<file path="src/rtl/rmw_counter_mem.sv">
// Counter memory: two-stage read-modify-write increment with S1 forwarding,
// a write-first registered read port and a post-reset clear sweep.
module rmw_counter_mem #(
    parameter int DATA_W   = 32,
    parameter int DEPTH    = 8,
    parameter int ADDR_W   = $clog2(DEPTH),
    parameter int SATURATE = 0
) (
    input  logic              clk,
    input  logic              reset,
    input  logic              io_inc_valid,
    input  logic [ADDR_W-1:0] io_inc_addr,
    input  logic [DATA_W-1:0] io_inc_delta,
    output logic              io_ready,
    input  logic [ADDR_W-1:0] io_rd_addr,
    output logic [DATA_W-1:0] io_rd_data,
    output logic              io_overflow
);

    // Handshake: a request transfers on any rising edge where io_inc_valid and
    // io_ready are both high; io_ready depends only on state, never on valid.
    typedef enum logic {ST_CLEAR, ST_RUN} state_t;

    state_t            state_q, state_d;
    logic [ADDR_W-1:0] clr_ptr_q;
    logic              clr_en;
    logic              accept;

    logic [DATA_W-1:0] mem [DEPTH];

    logic              s1_valid;
    logic [ADDR_W-1:0] s1_addr;
    logic [DATA_W-1:0] s1_delta;
    logic [DATA_W-1:0] s1_op;

    logic [DATA_W:0]   sum;
    logic              carry;
    logic [DATA_W-1:0] wr_val;
    logic              commit;
    logic [DATA_W-1:0] fwd_op;
    logic [DATA_W-1:0] rd_next;

    always_comb begin
        state_d  = state_q;
        io_ready = 1'b0;
        clr_en   = 1'b0;
        case (state_q)
            ST_CLEAR: begin
                clr_en = 1'b1;
                if (clr_ptr_q == ADDR_W'(DEPTH - 1)) state_d = ST_RUN;
            end
            ST_RUN:   io_ready = 1'b1;
            default:  state_d = ST_CLEAR;
        endcase
    end

    assign accept = io_inc_valid && io_ready;
    assign commit = s1_valid;
    assign sum    = {1'b0, s1_op} + {1'b0, s1_delta};
    assign carry  = sum[DATA_W];
    assign wr_val = ((SATURATE != 0) && carry) ? {DATA_W{1'b1}} : sum[DATA_W-1:0];

    // The entry being committed this edge is newer than the array copy.
    assign fwd_op  = (commit && (s1_addr == io_inc_addr)) ? wr_val : mem[io_inc_addr];
    assign rd_next = (commit && (s1_addr == io_rd_addr))  ? wr_val : mem[io_rd_addr];

    always_ff @(posedge clk) begin
        if (reset) begin
            state_q     <= ST_CLEAR;
            clr_ptr_q   <= '0;
            s1_valid    <= 1'b0;
            io_overflow <= 1'b0;
            io_rd_data  <= '0;
        end else begin
            state_q     <= state_d;
            if (clr_en) clr_ptr_q <= clr_ptr_q + ADDR_W'(1);
            s1_valid    <= accept;
            io_overflow <= commit && carry;
            io_rd_data  <= clr_en ? '0 : rd_next;
        end
    end

    always_ff @(posedge clk) begin
        if (accept) begin
            s1_addr  <= io_inc_addr;
            s1_delta <= io_inc_delta;
            s1_op    <= fwd_op;
        end
    end

    // Sweep and commit never overlap: nothing is accepted until the sweep ends.
    always_ff @(posedge clk) begin
        if (!reset) begin
            if (clr_en)
                mem[clr_ptr_q] <= '0;
            else if (commit)
                mem[s1_addr] <= wr_val;
        end
    end

endmodule

</file>
<file path="config.mk">
export PLATFORM = sky130hd
export DESIGN_NAME = rmw_counter_mem
export DESIGN_NICKNAME = d
export VERILOG_FILES = /design/src/rtl/rmw_counter_mem.sv
export SDC_FILE = /design/constraint.sdc
export NUM_CORES = 1
export LEC_CHECK = 0
export ABC_CLOCK_PERIOD_IN_PS = 9550
export CAP_MARGIN = 20
export CORE_MARGIN = 10
export CORE_UTILIZATION = 65
export DETAILED_ROUTE_END_ITERATION = 6
export PLACE_DENSITY_LB_ADDON = 0.05
export SKIP_CTS_REPAIR_TIMING = 1
export SLEW_MARGIN = 15
export SYNTH_ARGS = -nofsm -noshare
export SYNTH_HDL_FRONTEND = slang
export SYNTH_SLANG_ARGS = --single-unit
</file>
<file path="constraint.sdc">
create_clock -name clk -period 9.55 [get_ports clk]
set_clock_uncertainty 0.1 [all_clocks]
set_input_delay 1.4325 -clock clk [delete_from_list [all_inputs] [get_ports clk]]
set_output_delay 1.4325 -clock clk [all_outputs]
set_load 0.05 [all_outputs]
</file>
# Word level (Yosys, flattened, before mapping)
# Memories as Yosys holds them, arrays and structs flattened. A register that Yosys moved wholly into a read port is not among the register bits.
# Index checks and enable logic that the tools add are counted.
dict set report totals {
  input_bits 41
  wordCells 32
  n_memories 1
  register_bits 73
  ramBits 256
}
# memory words width rd rd_ports_with_merged_regs write_ports line
set mem_list {}
lappend mem_list {mem 8 32 2 1 1 29} ;# logic [DATA_W-1:0] mem [DEPTH];
dict set report classes {
  n_reduce_logical 5
  add_sub_neg 2
  muxes 14
  n_bitwise 1
  n_eq_ne 2
}
# cell n
set ops {}
lappend ops {{32-bit 2-to-1 mux} 2}
lappend ops {{32-bit by 32-bit adder with 33-bit output} 1}
lappend ops {{32-bit OR reduction} 1}
lappend ops {{1-bit 2-to-1 mux} 11}
lappend ops {{3-bit by 1-bit adder with 3-bit output, second input constant} 1}
lappend ops {{3-bit == test} 1}
lappend ops {{3-bit == test, second input constant} 1}
lappend ops {{1-bit logical AND} 3}
lappend ops {{3-bit 2-to-1 mux} 1}
lappend ops {{2-bit OR reduction} 1}
lappend ops {{1-bit inverter} 1}

# Logic depth before layout (Yosys ltp)
dict set report logic_depth {
  word_depth 6
  mapped_depth 11
}

# Least setup slack after synthesis
# OpenSTA, ideal clock, no wires.
dict set report synth_path {
  kind {input to register}
  from {input reset}
  to {memory mem[4][0], enable pin}
  path_slack_ns 5.241
  path_stages 8
  setup_time_ns 0.421
  t_arrival_ns 3.788
  path_cell_list {buf_2 > nor2b_1 > buf_2 > nand2_1 > clkbuf_1 > nor3b_1 > a31oi_1 > nor2_1}
}
dict set report synth_between {
  elab_chain_len 4
}
# element line
set synth_lines {}
lappend synth_lines {{start: declaration} 10} ;# input logic reset,
lappend synth_lines {{1-bit 2-to-1 mux} 93} ;# if (!reset) begin
lappend synth_lines {{1-bit 2-to-1 mux (implied by the code)} 97} ;# mem[s1_addr] <= wr_val;
lappend synth_lines {{32-bit OR reduction (no source line)} --}
lappend synth_lines {{3-bit 2-to-1 mux (no source line) / 1-bit 2-to-1 mux (equally long branches)} --}
lappend synth_lines {{end: declaration} 29}
# Parallel ways exist; a longest one is shown, timed or not.

# Final worst setup path
dict set report layout_path {
  from {input reset}
  to {register io_rd_data[29], read port of mem}
}
dict set report layout_between {
  elab_chain_len 1
}
# element line
set layout_lines {}
lappend layout_lines {{2-bit OR reduction (no source line)} --}
lappend layout_lines {{end: declaration} 16} ;# output logic [DATA_W-1:0] io_rd_data,
# Every way passes these cells.
# A chain may end at the register's enable or synchronous reset.

==> impl_metrics.toml <==
[global_route]
grt_pass1_wl_mm = 60.6
grt_pass1_vias = 10100
overflow = 0
grt_max_degree = 67
antenna_found_initial = 0
grt_use_total_pct = 23.9

[cells_and_area]
diodes = 0
syn_to_final_growth_pct = 13.4
fin_nets = 1193
drive_gt1_share_pct = 21.9
design_area_sq_um = 19300

[synthesis]
synthFlopType = "edfxtp_1"
syn-cell-area_sq_um = 17000
avgSynthCellArea_sq_um = 16.2
syn_nets = 1124
syn_inst = 1048
yosys_warnings = 0
ys_seq_area_share_pct = 61.5
synth_edf_count = 323
synth.distinct_cells = 53
synth_seq_cells = 361
synth-async-reset-ratio_pct = 0

[sta]
drv_slew = 0
rsz0062_at_grt = "no"
slew-limit-headroom_pct = 31.8
hold_ws_ns = 0.441
tns_ns = 0
period_share_pct = 48.4
hold_viol_final = 0
setup_viol_count_final = 0
timing.fmax_ghz = 0.216
fin_crit_ns = 4.63
worstMarginPinSlew_ns = 1.02

[route]
dr.first_iter.drc_count = 1091
wl_mm = 39.6
drc = 0
post_drt_wl_per_cell_um = 26.8
vias = 9912
drt_pass1_iterations = 5
postRouteAntennaNets = 0
via_per_inst = 6.70

[clock_network]
clk_pin_slew_ns = 0.06
cts.sinks = 361
insertion_delay_ns = 0.53
cts_htree_levels = 2
cts_root_buf = "clkbuf_16"
numCtsBuffers = 37
cts_tree = "yes"
clockBufferDepth = 3

[power]
max-vdd-ir-drop_mv = 0.173
seq_power_share_pct = 51.4
power_density_nw_per_um2 = 178
power.switching_uw = 720
leakagePower_nw = 6.13
p_total_mw = 3.44
switching_share_pct = 20.9
p_comb_share_pct = 6.4
p_int_mw = 2.72
clkPwrFrac_pct = 42.2

[floorplan]
die_h_um = 182
die_w_um = 182
dieArea_sq_um = 33000
io_pins = 75
rows = 59
initial_utilization_pct = 65.6
core_area_sq_um = 25900

[flow_run]
drv_cap = 0

[place]
port_buffers = 74
dp_hpwl_mm = 24.9
dpl_cell_area_sq_um = 18100
place_congestion = 0.919

[worst_setup_path]
crit_required_ns = 9.80
critical-path-max-stage-delay_ns = 0.76
critPathKind = "input pin to flip-flop"
end_kind = "flip-flop"
crit_fanout = 16
cp_data_arrival_time_ns = 4.88
crit_chain = "clkdlybuf4s50_1 -> nor2b_1 -> and2_0 -> nand4_1 -> o41a_1 -> nand2_1 -> o22ai_1"
worst_path_max_delay_cell = "nand4_1"
cp-start-kind = "input pin"

[outcome]
status = "finished clean"

[hold_path]
hp-class = "flip-flop to flip-flop"
==> state kept, by name, indices dropped and copies added (netlist names) <==
| register | cells |
|---|---|
| clr_ptr_q | 3 |
| s1_delta | 32 |
| s1_addr | 3 |
| mem | 256 |
| io_rd_data | 32 |
| commit | 1 |
| io_overflow | 1 |
| s1_op | 32 |
| state_q | 1 |
==> logic make-up (layout without fill, tap and decap cells) <==
kind of cell | count (synthesis) | count (layout) | share of synthesized area [%]
simple gates | 180 | 180 | 4.82
compound gates | 168 | 168 | 6.38
flops | 361 | 361 | 61.5
mux | 194 | 194 | 21.0
xor+xnor | 35 | 35 | 1.80
buf+inv | 75 | 171 | 1.84
fa+ha+maj | 35 | 35 | 2.62
==> critical path: cells and delay by family <==
kind | cells | cell delay [ns]
simple gates | 4 | 2.25
compound gates | 2 | 0.60
buf+inv | 1 | 0.59
==> power by group through the flow <==
stage / combinational, mW / sequential, mW / clock, mW
6_report: 0.220 / 1.77 / 1.45
5_1_grt: 0.236 / 1.77 / 1.53
4_1_cts: 0.221 / 1.77 / 1.47
3_5_place_dp: 0.219 / 1.80 / 0
3_3_place_gp: 0.217 / 1.80 / 0
2_1_floorplan: 0.150 / 1.79 / 0
==> cells in the final DEF (no fill, tap or decap), types with 20 or more instances in the layout <==
master and n:
a21oi_1 43, clkdlybuf4s50_1 68, nor2_1 64, ha_1 34, mux2i_1 39, clkbuf_16 38
buf_4 20, o21ai_0 39, xnor2_1 23, mux2_2 27, dfxtp_1 38, mux4_2 128
nand2_1 51, edfxtp_1 323
==> cells in the mapped netlist (all sizes together), types with 3 or more instances <==
library cell  number  area, sq um
a2111oi            3         51.3
and2               9         56.3
a211oi            19          143
nor2              72          270
o21a               8         60.1
a21o              11         82.6
nor3b              4         30.0
o21bai             6         45.0
nand4             13         81.3
a21oi             43          215
and3               7         43.8
mux2i             39          390
xor2              12          105
edfxtp           323         9700
nand3              9         45.0
mux2              27          304
o221ai             3         32.5
mux4             128         2880
dfxtp             38          761
o211ai             3         22.5
ha                34          425
buf               31          148
xnor2             23          201
nor3               5         35.0
nand2             51          191
o22ai             16          100
a31oi              5         31.3
clkbuf            31          116
o21ai             42          210
inv               13         48.8
==> final timing paths <==
check,startpoint,cells past startpoint,end,slack (ns)
worst max register to register,state_q,6,io_rd_data[29],5.83
worst max-delay path,reset,7,io_rd_data[29],4.92
worst min register to register,clr_ptr_q[0],2,clr_ptr_q[0],0.44
worst min-delay path,clr_ptr_q[0],2,clr_ptr_q[0],0.44
==> area by class of cell <==
cell class              count  area [sq um]
flip-flops and latches    361         10500
multi-input cells         612          6290
clock buffers              51          1030
well taps                 335           419
inverters                  13          48.8
repair buffers             92           851
clock inverters            15           190
fillers                  1559          6620
==> metrics by stage <==
| step | setup WS (ns) | instances | util, % |
|---|---|---|---|
| detailed placement | 4.37 | 1413 | 69.8 |
| global route | 4.71 | 1479 | 74.5 |
| floorplan | 5.24 | 1048 | - |
| global placement | 4.53 | 1413 | 69.8 |
| finish | 4.92 | 1479 | 74.5 |
| CTS | 4.99 | 1479 | 74.5 |
==> layer usage <==
| metal | part of all wire, % | vias to the layer above | track usage, % |
|---|---|---|---|
| li1 | - | 4371 | - |
| met1 | 42 | 5026 | 34.4 |
| met2 | 47 | 458 | 37.0 |
| met3 | 9.5 | 57 | 5.33 |
| met4 | 1.6 | 0 | 5.43 |
| met5 | 0 | - | 0 |
Power figures use the tool's default switching activity.
